[src/rtl/demux4_sched_if.sv]
// Producer/consumer bundle for demux4_sched: one valid/ready input stream,
// four demuxed lane outputs with per-lane ready, and the drop counter.
interface demux4_sched_if #(
  parameter int unsigned WIDTH = 8
);
  logic             mode;
  logic [3:0]       lane_en;
  logic             in_valid;
  logic [WIDTH-1:0] in_data;
  logic [1:0]       in_dest;
  logic             in_ready;
  logic [3:0]       out_valid;
  logic [WIDTH-1:0] out_data0;
  logic [WIDTH-1:0] out_data1;
  logic [WIDTH-1:0] out_data2;
  logic [WIDTH-1:0] out_data3;
  logic [3:0]       out_ready;
  logic [7:0]       drop_cnt;

  modport master (
    output mode, lane_en, in_valid, in_data, in_dest, out_ready,
    input  in_ready, out_valid, out_data0, out_data1, out_data2, out_data3, drop_cnt
  );

  modport slave (
    input  mode, lane_en, in_valid, in_data, in_dest, out_ready,
    output in_ready, out_valid, out_data0, out_data1, out_data2, out_data3, drop_cnt
  );
endinterface

[src/rtl/demux4_sched.sv]
// Round-robin / addressed lane scheduler with a one-entry output register
// feeding a 1:4 demux; unselected lanes read zero, unroutable items are counted.
module demux4_sched #(
  parameter int unsigned WIDTH = 8,
  parameter int unsigned BURST = 4
) (
  input logic             clk,
  input logic             rst_n,
  demux4_sched_if.slave   bus
);

  typedef enum logic {EMPTY, FULL} state_t;

  state_t           state, state_nx;
  logic [1:0]       ptr, ptr_nx;
  logic [1:0]       lane, lane_nx;
  logic [7:0]       cnt, cnt_nx;
  logic [7:0]       drop, drop_nx;
  logic [3:0]       vld, vld_nx;
  logic [WIDTH-1:0] dat    [4];
  logic [WIDTH-1:0] dat_nx [4];

  logic       full, rel, rdy, acc, drop_it;
  logic [1:0] target;
  logic [7:0] cnt_eff;

  // First enabled lane strictly after 'from' in cyclic order (wraps to 'from').
  function automatic logic [1:0] next_en(input logic [1:0] from, input logic [3:0] en);
    logic [1:0] r;
    logic [1:0] idx;
    logic       found;
    r     = from;
    found = 1'b0;
    for (int unsigned k = 1; k <= 4; k++) begin
      idx = from + 2'(k);
      if (!found && en[idx]) begin
        r     = idx;
        found = 1'b1;
      end
    end
    return r;
  endfunction

  always_comb begin
    full     = (state == FULL);
    rel      = full && bus.out_ready[lane];
    rdy      = rst_n && (bus.lane_en != 4'b0000) && (!full || bus.out_ready[lane]);
    acc      = bus.in_valid && rdy;

    target   = ptr;
    cnt_eff  = cnt;
    drop_it  = 1'b0;
    if (bus.mode) begin
      target  = bus.in_dest;
      drop_it = !bus.lane_en[bus.in_dest];
    end else if (!bus.lane_en[ptr]) begin
      target  = next_en(ptr, bus.lane_en);
      cnt_eff = '0;
    end

    state_nx = state;
    ptr_nx   = ptr;
    lane_nx  = lane;
    cnt_nx   = cnt;
    drop_nx  = drop;
    vld_nx   = vld;
    dat_nx   = dat;

    if (acc && !drop_it) begin
      state_nx = FULL;
      lane_nx  = target;
      vld_nx   = 4'b0001 << target;
      for (int unsigned i = 0; i < 4; i++)
        dat_nx[i] = (2'(i) == target) ? bus.in_data : '0;
      if (!bus.mode) begin
        if (cnt_eff == 8'(BURST - 1)) begin
          cnt_nx = '0;
          ptr_nx = next_en(target, bus.lane_en);
        end else begin
          cnt_nx = cnt_eff + 8'd1;
          ptr_nx = target;
        end
      end
    end else begin
      // A drop while FULL implies the held item is leaving this same edge.
      if (acc)
        drop_nx = (drop == 8'hFF) ? drop : drop + 8'd1;
      if (rel) begin
        state_nx = EMPTY;
        vld_nx   = '0;
        for (int unsigned i = 0; i < 4; i++)
          dat_nx[i] = '0;
      end
    end
  end

  always_ff @(posedge clk or negedge rst_n) begin
    if (!rst_n) begin
      state <= EMPTY;
      ptr   <= '0;
      lane  <= '0;
      cnt   <= '0;
      drop  <= '0;
      vld   <= '0;
      for (int unsigned i = 0; i < 4; i++)
        dat[i] <= '0;
    end else begin
      state <= state_nx;
      ptr   <= ptr_nx;
      lane  <= lane_nx;
      cnt   <= cnt_nx;
      drop  <= drop_nx;
      vld   <= vld_nx;
      dat   <= dat_nx;
    end
  end

  assign bus.in_ready  = rdy;
  assign bus.out_valid = vld;
  assign bus.out_data0 = dat[0];
  assign bus.out_data1 = dat[1];
  assign bus.out_data2 = dat[2];
  assign bus.out_data3 = dat[3];
  assign bus.drop_cnt  = drop;

endmodule
[src/flat_wrapper.sv]
// flat-port wrapper written by rule: the top's interface ports become plain ports
module demux4_sched_flat 
#(
  parameter int unsigned WIDTH = 8,
  parameter int unsigned BURST = 4
)
  (clk, rst_n, bus_mode, bus_lane_en, bus_in_valid, bus_in_data, bus_in_dest, bus_out_ready, bus_in_ready, bus_out_valid, bus_out_data0, bus_out_data1, bus_out_data2, bus_out_data3, bus_drop_cnt);
  demux4_sched_if #(.WIDTH(WIDTH)) bus_i ();
  input logic clk;
  input logic rst_n;
  input wire logic [$bits(bus_i.mode)-1:0] bus_mode;
  input wire logic [$bits(bus_i.lane_en)-1:0] bus_lane_en;
  input wire logic [$bits(bus_i.in_valid)-1:0] bus_in_valid;
  input wire logic [$bits(bus_i.in_data)-1:0] bus_in_data;
  input wire logic [$bits(bus_i.in_dest)-1:0] bus_in_dest;
  input wire logic [$bits(bus_i.out_ready)-1:0] bus_out_ready;
  output wire logic [$bits(bus_i.in_ready)-1:0] bus_in_ready;
  output wire logic [$bits(bus_i.out_valid)-1:0] bus_out_valid;
  output wire logic [$bits(bus_i.out_data0)-1:0] bus_out_data0;
  output wire logic [$bits(bus_i.out_data1)-1:0] bus_out_data1;
  output wire logic [$bits(bus_i.out_data2)-1:0] bus_out_data2;
  output wire logic [$bits(bus_i.out_data3)-1:0] bus_out_data3;
  output wire logic [$bits(bus_i.drop_cnt)-1:0] bus_drop_cnt;
  assign bus_i.mode = bus_mode;
  assign bus_i.lane_en = bus_lane_en;
  assign bus_i.in_valid = bus_in_valid;
  assign bus_i.in_data = bus_in_data;
  assign bus_i.in_dest = bus_in_dest;
  assign bus_i.out_ready = bus_out_ready;
  assign bus_in_ready = bus_i.in_ready;
  assign bus_out_valid = bus_i.out_valid;
  assign bus_out_data0 = bus_i.out_data0;
  assign bus_out_data1 = bus_i.out_data1;
  assign bus_out_data2 = bus_i.out_data2;
  assign bus_out_data3 = bus_i.out_data3;
  assign bus_drop_cnt = bus_i.drop_cnt;
  demux4_sched #(.WIDTH(WIDTH), .BURST(BURST)) u_core (.clk(clk), .rst_n(rst_n), .bus(bus_i));
endmodule
[config.mk]
export PLATFORM = sky130hd
export DESIGN_NAME = demux4_sched_flat
export DESIGN_NICKNAME = d
export VERILOG_FILES = /design/src/rtl/demux4_sched_if.sv /design/src/rtl/demux4_sched.sv /design/src/flat_wrapper.sv
export SDC_FILE = /design/constraint.sdc
export NUM_CORES = 1
export LEC_CHECK = 0
export BUFFER_PORTS_ARGS = -buffer_cell sky130_fd_sc_hd__buf_2
export CAP_MARGIN = 20
export CORE_UTILIZATION = 40
export CTS_BUF_LIST = sky130_fd_sc_hd__clkbuf_2
export DETAILED_ROUTE_END_ITERATION = 10
export GPL_TIMING_DRIVEN = 0
export SLEW_MARGIN = 20
export SYNTH_ARGS = -nofsm -noshare
export SYNTH_HDL_FRONTEND = slang
export SYNTH_SLANG_ARGS = --single-unit
[constraint.sdc]
create_clock -name clk -period 3.1 [get_ports clk]
set_input_delay 0.31 -clock clk [delete_from_list [all_inputs] [get_ports clk]]
set_output_delay 0.31 -clock clk [all_outputs]
set_load 0.01 [all_outputs]
==> reports/qor.csv, run 1 <==
stage,metric,value,unit
floorplanning,die area,7510,um2
power,leakage,0.00180,uW
logic_synthesis,Async SR Flop Fraction,100,%
timing,Worst Max-Slew Pin Slew,0.725,ns
status,status,completed,
clock_tree,CTS Buffer Depth,2,
placed_design,pre-CTS setup slack,0.508,ns
detailed_routing,DRC Markers,0,
logic_synthesis,Synth Area in Compound Gates,23.9,%
placed_design,GPL Wtd Cong,0.824,
power,Peak supply drop,211,uV
power,PD cells,644,nW/um2
logic_synthesis,Post-synth EDFFs,0,
clock_tree,"CTS clk-pin slew, worst paths",0.18,ns
clock_tree,worst skew pair latency,0.48,ns
global_route,first-pass GRT wire length,10700,um
cells_and_area,nets,366,
worst_setup_path,arrival time at the worst endpoint,2.90,ns
power,combinational fraction of design power,33.4,%
clock_tree,clock sinks,57,
timing,setup TNS,0,ns
flow_run,Max Cap Viol,0,
logic_synthesis,post-synthesis simple-gate area fraction,13.2,%
cells_and_area,antenna cells,0,
cells_and_area,ratio of cells with drive above 1 in the final layout,32.1,%
timing,WHS,0.0849,ns
global_route,GRT overflow,0,
logic_synthesis,Synth Flop Type,dfrtp_1,
timing,max_slew headroom,51.7,%
timing,Worst Skew,0.0270,ns
detailed_routing,Starting DRT DRC Count,104,
clock_tree,CTS tree,yes,
placed_design,port bufs,66,
logic_synthesis,XOR/XNOR share of the synthesized area,2.45,%
timing,highest clock rate,0.392,GHz
floorplanning,Die Height,86.6,um
logic_synthesis,Cells after Synth,260,
floorplanning,Die Span X,86.6,um
detailed_routing,Final ANT Viol Nets,0,
timing,minimum clock period,2.55,ns
clock_tree,CTS root buffer,clkbuf_2,
clock_tree,TritonCTS Buffers,9,
floorplanning,starting density of the core,41.7,%
global_route,GRT Overall Usage,18.6,%
global_route,largest net degree at the start of global routing,59,
timing,final setup fails,0,
clock_tree,postcts setup bufs,0,
detailed_routing,vias,2383,
timing,max-slew violation count,0,
power,internal power,1410,uW
clock_tree,CTS resizes,0,
global_route,initial antenna violation count,0,
timing,Final Hold Violating Endpoints,0,
timing,part of the cycle the worst path needs,82.2,%
detailed_routing,Initial DRT Pass Iterations,4,
worst_setup_path,Worst Setup Start Kind,flop,
min_path,worst min path class,input pin to flop,
power,Clock power frac,20.8,%
clock_tree,H-tree levels,3,
floorplanning,core area,6870,um2
timing,RSZ-0062 raised after global routing,false,
global_route,vias in the first global route,2183,
floorplanning,I/O pin cnt,67,
detailed_routing,vias per inst,5.43,
clock_tree,cts hold-fix bufs,1,
worst_setup_path,Setup crit end kind,flop,
power,switching share of total power,36.3,%
logic_synthesis,synthesized flop and latch total,57,
logic_synthesis,cell area after synthesis,2870,um2
power,Flop pwr share,45.8,%
logic_synthesis,YS warnings,0,
logic_synthesis,unique cell type count in the Yosys netlist,56,
detailed_routing,Routed WL,6540,um
cells_and_area,# fillers,688,
worst_setup_path,WP data required,3.45,ns
logic_synthesis,"Seq/Total Area, Yosys",49.8,%
floorplanning,Rows,30,
logic_synthesis,post-synthesis mux area share,3.76,%
logic_synthesis,largest family of logic cells by synthesized area,compound AO/OA/AOI/OAI gates,
logic_synthesis,Post-Syn Nets,288,
worst_setup_path,CP Class,flop to flop,
placed_design,DP HPWL,4580,um
detailed_routing,wire per inst,14.9,um
worst_setup_path,CP Max Fanout,9,
logic_synthesis,Synth Area in Adders,2.62,%
power,Psw,804,uW
timing,setup ws final,0.552,ns
logic_synthesis,syn avg cell area,11.0,um2
cells_and_area,Layout area overhead,20.0,%
[logic make-up after synthesis]
group / Yosys count
AO/OA/AOI/OAI: 88
flip-flops: 57
AND/OR/NAND/NOR: 73
XOR/XNOR: 8
adder cells (fa/ha/maj): 6
buffers and inverters: 21
multiplexers: 7
[layout make-up]
class | count | area (um2) | share of cell area, %
inverter | 8 | 30.0 | 0.874
multi-input combinational | 182 | 1320 | 38.3
clock buffer | 10 | 50.0 | 1.46
sequential | 57 | 1430 | 41.5
buffer | 13 | 93.8 | 2.73
timing repair buffer | 67 | 343 | 9.97
tap | 96 | 120 | 3.49
clock inverter | 6 | 58.8 | 1.71
[stage by stage]
| stage | utilization (%) | total power, uW | instance area (um2) | instances |
|---|---|---|---|---|
| after floorplan | - | 1500 | 2870 | 260 |
| after global placement | 48.3 | 1760 | 3320 | 422 |
| after detailed placement | 48.3 | 1770 | 3320 | 422 |
| after CTS | 50.0 | 2240 | 3440 | 439 |
| after global routing | 50.0 | 2370 | 3440 | 439 |
| final | 50.0 | 2210 | 3440 | 439 |
[critical path, stage by stage, from the launching register on]
cell     delay [ns]
dfrtp_1        0.50
mux2i_1        0.17
o221a_2        0.28
o21ai_1        0.22
nand2_2        0.22
ha_1           0.39
mux2i_1        0.24
mux2i_1        0.10
o31ai_1        0.21
nand4_1        0.12
[state kept, by name, indices dropped and copies added, names as in the netlist]
signal and count:
u_core.bus.out_data0 8, u_core.bus.out_data1 8, u_core.ptr 2, u_core.full 1, u_core.bus.out_data3 8, u_core.bus.drop_cnt 8, u_core.lane 2, u_core.bus.out_data2 8
u_core.cnt 8, u_core.bus.out_valid 4
[synthesized netlist by cell type, drive strengths merged, types with 2 or more instances]
library cell  number  area (um2)
nor4               2        12.5
inv                8        30.0
nor3               7        35.0
and2               4        25.0
a22oi              2        15.0
buf               12        90.1
o31ai              4        30.0
mux2i              4        40.0
nand2             22        92.6
a21o               8        60.1
xor2               4        35.0
a22o              32         280
ha                 6        75.1
o21ai             15        78.8
nor2b              3        18.8
nor2              16        77.6
o2111ai            2        23.8
a21oi             10        61.3
a31o               2        17.5
mux4               3        67.6
nand3              8        40.0
dfrtp             57        1430
xnor2              4        35.0
nand4              4        25.0
and3               2        12.5
[worst paths after layout]
check / startpoint / endpoint / slack, ns / depth (start not counted)
setup / recovery: u_core.ptr[1] / u_core.ptr[0] / 0.55 / 9
hold / removal: bus_in_data[6] / u_core.bus.out_data1[6] / 0.08 / 2
setup reg to reg: u_core.ptr[1] / u_core.ptr[0] / 0.55 / 9
hold reg to reg: u_core.bus.out_valid[3] / u_core.bus.out_valid[3] / 0.49 / 1
max in group asynchronous: rst_n / u_core.cnt[4] / 2.20 / 2
min in group asynchronous: rst_n / u_core.bus.out_data3[4] / 0.42 / 2
[power groups by stage]
stage	registers, uW	clock network (uW)	logic [uW]
after floorplan	1060	0	445
after global placement	1030	0	733
after detailed placement	1030	0	740
after CTS	1020	483	745
after global routing	1040	516	815
final	1020	461	739
[cell usage in the layout, fill, tap and decap left out, types with 3 or more instances in the layout]
| master | synthesis | routed |
|---|---|---|
| a21o_1 | 8 | 8 |
| a21oi_1 | 9 | 9 |
| a22o_1 | 32 | 32 |
| and2_1 | 4 | 4 |
| buf_2 | 6 | 71 |
| buf_4 | 2 | 3 |
| buf_6 | 4 | 4 |
| clkbuf_2 | 0 | 10 |
| dfrtp_1 | 57 | 57 |
| ha_1 | 6 | 6 |
| inv_1 | 6 | 6 |
| mux2i_1 | 4 | 4 |
| mux4_2 | 3 | 3 |
| nand2_1 | 20 | 20 |
| nand3_1 | 8 | 8 |
| nand4_1 | 4 | 4 |
| nor2_1 | 13 | 13 |
| nor2b_1 | 3 | 3 |
| nor3_1 | 7 | 7 |
| o21ai_0 | 13 | 13 |
| o31ai_1 | 4 | 4 |
| xnor2_1 | 4 | 4 |
| xor2_1 | 4 | 4 |
[routing by layer]
metal  vias up  track usage, %  routed length (um)
met2        71            28.4                2960
met1      1171            24.8                3120
li1       1130               -                   -
met4         0            7.58                 127
met3        11            5.24                 327
met5         -               0                   0
Note: power is estimated with default switching activity, not from simulation.
==> run 2: changes to the inputs <==
- clock period: 3.1 -> 2.65 ns (I/O delays scaled with it)
==> run 2 against run 1 <==
Cell count grew 2.1%. Register-to-register slack worse by 0.32 ns. Sequential share of layout area is 1.0 points lower. Clock-buffer cell count did not move. Wire length up 1.0%. Power up 18%. Global-route usage rose by 0.062 points. Critical path depth unchanged. Clock power is 17% higher. Critical path type unchanged. Largest power group unchanged.
==> reports/qor.csv, run 2 (synthesized netlist as in run 1, its figures left out) <==
stage,metric,value,unit,change
status,status,completed,,
cells_and_area,ratio of cells with drive above 1 in the final layout,32.7,%,+0.60 points
floorplanning,Rows,30,,unchanged
global_route,first-pass GRT wire length,10700,um,+0.38%
detailed_routing,wire per inst,14.7,um,-1.0%
clock_tree,TritonCTS Buffers,9,,unchanged
clock_tree,CTS tree,yes,,
global_route,vias in the first global route,2199,,+0.73%
placed_design,DP HPWL,4580,um,unchanged
timing,RSZ-0062 raised after global routing,false,,
detailed_routing,DRC Markers,0,,unchanged
detailed_routing,DR WL met2,3010,um,+1.5%
cells_and_area,most frequent cells in the layout,"71 x buf_2, 56 x dfrtp_1, 32 x a22o_1",,
timing,final setup fails,0,,unchanged
clock_tree,clock sinks,57,,unchanged
worst_setup_path,arrival time at the worst endpoint,2.80,ns,-0.10 ns
clock_tree,CTS Buffer Depth,2,,unchanged
worst_setup_path,reg2reg path depth,9,,unchanged
floorplanning,core area,6870,um2,unchanged
global_route,largest net degree at the start of global routing,59,,unchanged
clock_tree,worst skew pair latency,0.48,ns,about the same
detailed_routing,top routing layer in use,met4,,
worst_setup_path,r2r startpoint,u_core.ptr[0],,
floorplanning,die area,7510,um2,unchanged
worst_setup_path,Worst Setup Start Kind,flop,,
timing,Worst Max-Slew Pin Slew,0.530,ns,-0.194 ns
min_path,hold path cells,2,,unchanged
worst_setup_path,CP Max Fanout,8,,-1
power,PD cells,741,nW/um2,+15%
timing,highest clock rate,0.414,GHz,+5.6%
floorplanning,I/O pin cnt,67,,unchanged
floorplanning,Die Height,86.6,um,unchanged
detailed_routing,Starting DRT DRC Count,104,,unchanged
worst_setup_path,CP Class,flop to flop,,
placed_design,pre-CTS setup slack,0.103,ns,-0.405 ns
timing,part of the cycle the worst path needs,91.1,%,+8.9 points
placed_design,GPL Wtd Cong,0.824,,unchanged
timing,WHS,0.0729,ns,-0.0120 ns
flow_run,Max Cap Viol,0,,unchanged
timing,setup ws final,0.236,ns,-0.316 ns
detailed_routing,vias,2401,,+0.76%
cells_and_area,"commonest non-fill, non-tap cell in the layout",buf_2,,
global_route,initial antenna violation count,0,,unchanged
detailed_routing,Routed WL,6600,um,+1.0%
detailed_routing,Final ANT Viol Nets,0,,unchanged
worst_setup_path,Worst R2R End,u_core.cnt[4],,
clock_tree,"CTS clk-pin slew, worst paths",0.16,ns,-0.02 ns
cells_and_area,antenna cells,0,,unchanged
worst_setup_path,WP data required,3.04,ns,-0.41 ns
min_path,worst min path class,input pin to flop,,
timing,minimum clock period,2.41,ns,-0.134 ns
detailed_routing,Initial DRT Pass Iterations,4,,unchanged
timing,max_slew headroom,64.7,%,+13 points
cells_and_area,Layout area overhead,23.1,%,
min_path,HP Start,bus_in_data[3],,
cells_and_area,nets,375,,+2.5%
worst_setup_path,CP Buf/Inv Count,0,,unchanged
worst_setup_path,CP max-delay cell,mux4_2,,
detailed_routing,met1 wire length,3190,um,+2.1%
timing,Final Hold Violating Endpoints,0,,unchanged
timing,max-slew violation count,0,,unchanged
worst_setup_path,CP Cell Sequence,"mux4_2, nor2_2, nor2b_1, ha_1, o21ai_2, nand2_1, o21ai_0, nand2_1, o21ai_0",,
detailed_routing,met3 wire len,292,um,-11%
floorplanning,starting density of the core,41.7,%,unchanged
power,Peak supply drop,252,uV,+19%
floorplanning,Die Span X,86.6,um,unchanged
placed_design,port bufs,66,,unchanged
worst_setup_path,R2R setup slack,0.24,ns,-0.32 ns
global_route,GRT overflow,0,,unchanged
clock_tree,CTS root buffer,clkbuf_2,,
timing,setup TNS,0,ns,unchanged
worst_setup_path,Setup crit end kind,flop,,
global_route,GRT Overall Usage,18.6,%,+0.062 points
timing,Worst Skew,0.0290,ns,+0.00203 ns
worst_setup_path,CP peak stage delay,0.53,ns,+0.03 ns
clock_tree,H-tree levels,3,,unchanged
power,leakage,0.00184,uW,+2.3%
worst_setup_path,Crit path max-delay family,simple AND/OR/NAND/NOR gates,,
detailed_routing,vias per inst,5.36,,-1.3%
min_path,Worst Hold Path EP,u_core.bus.out_data2[3],,
[run 2: through the flow]
| step | util (%) | area, um2 | instances | power [uW] |
|---|---|---|---|---|
| finish | 51.4 | 3530 | 448 | 2620 |
| global placement | 48.3 | 3320 | 422 | 2060 |
| detailed placement | 48.3 | 3320 | 422 | 2070 |
| global route | 51.4 | 3530 | 448 | 2790 |
| floorplan | - | 2870 | 260 | 1760 |
| CTS | 50.5 | 3470 | 442 | 2630 |
[run 2: cell type report]
class | count | area [um2]
fillers | 675 | 3340
well taps | 96 | 120
multi-input cells | 182 | 1320
repair buffers | 76 | 429
plain buffers | 13 | 93.8
flip-flops and latches | 57 | 1430
inverters | 8 | 30.0
clock inverters | 6 | 58.8
clock buffers | 10 | 50.0
[run 2: power breakdown]
| group | switching [uW] | internal (uW) | leakage [uW] |
|---|---|---|---|
| Clock | 323 | 215 | 0.0000654 |
| Sequential | 147 | 1040 | 0.000767 |
| Combinational | 474 | 414 | 0.00101 |
| Total | 945 | 1670 | 0.00184 |
[run 2: worst max path at each step]
stage,startpoint,end,cells past startpoint
2_1_floorplan,u_core.ptr[1],u_core.ptr[0],9
3_3_place_gp,rst_n,u_core.cnt[4],8
3_5_place_dp,bus_lane_en[0],u_core.ptr[0],11
4_1_cts,u_core.ptr[1],u_core.ptr[0],9
5_1_grt,u_core.ptr[0],u_core.cnt[4],9
6_report,u_core.ptr[0],u_core.cnt[4],9
[run 2: layer usage]
layer / GRT usage (%) / up-vias
met1: 24.8 / 1182
met4: 7.58 / 0
met3: 5.24 / 10
met2: 28.6 / 60
met5: 0 / -
li1: - / 1149
[run 2: what timing repair did]
action,CTS,global route
resized for setup,0,3
hold endpoints to repair,60,4
buffers inserted,0,3
hold buffers,4,3
endpoints found under the setup margin,0,3
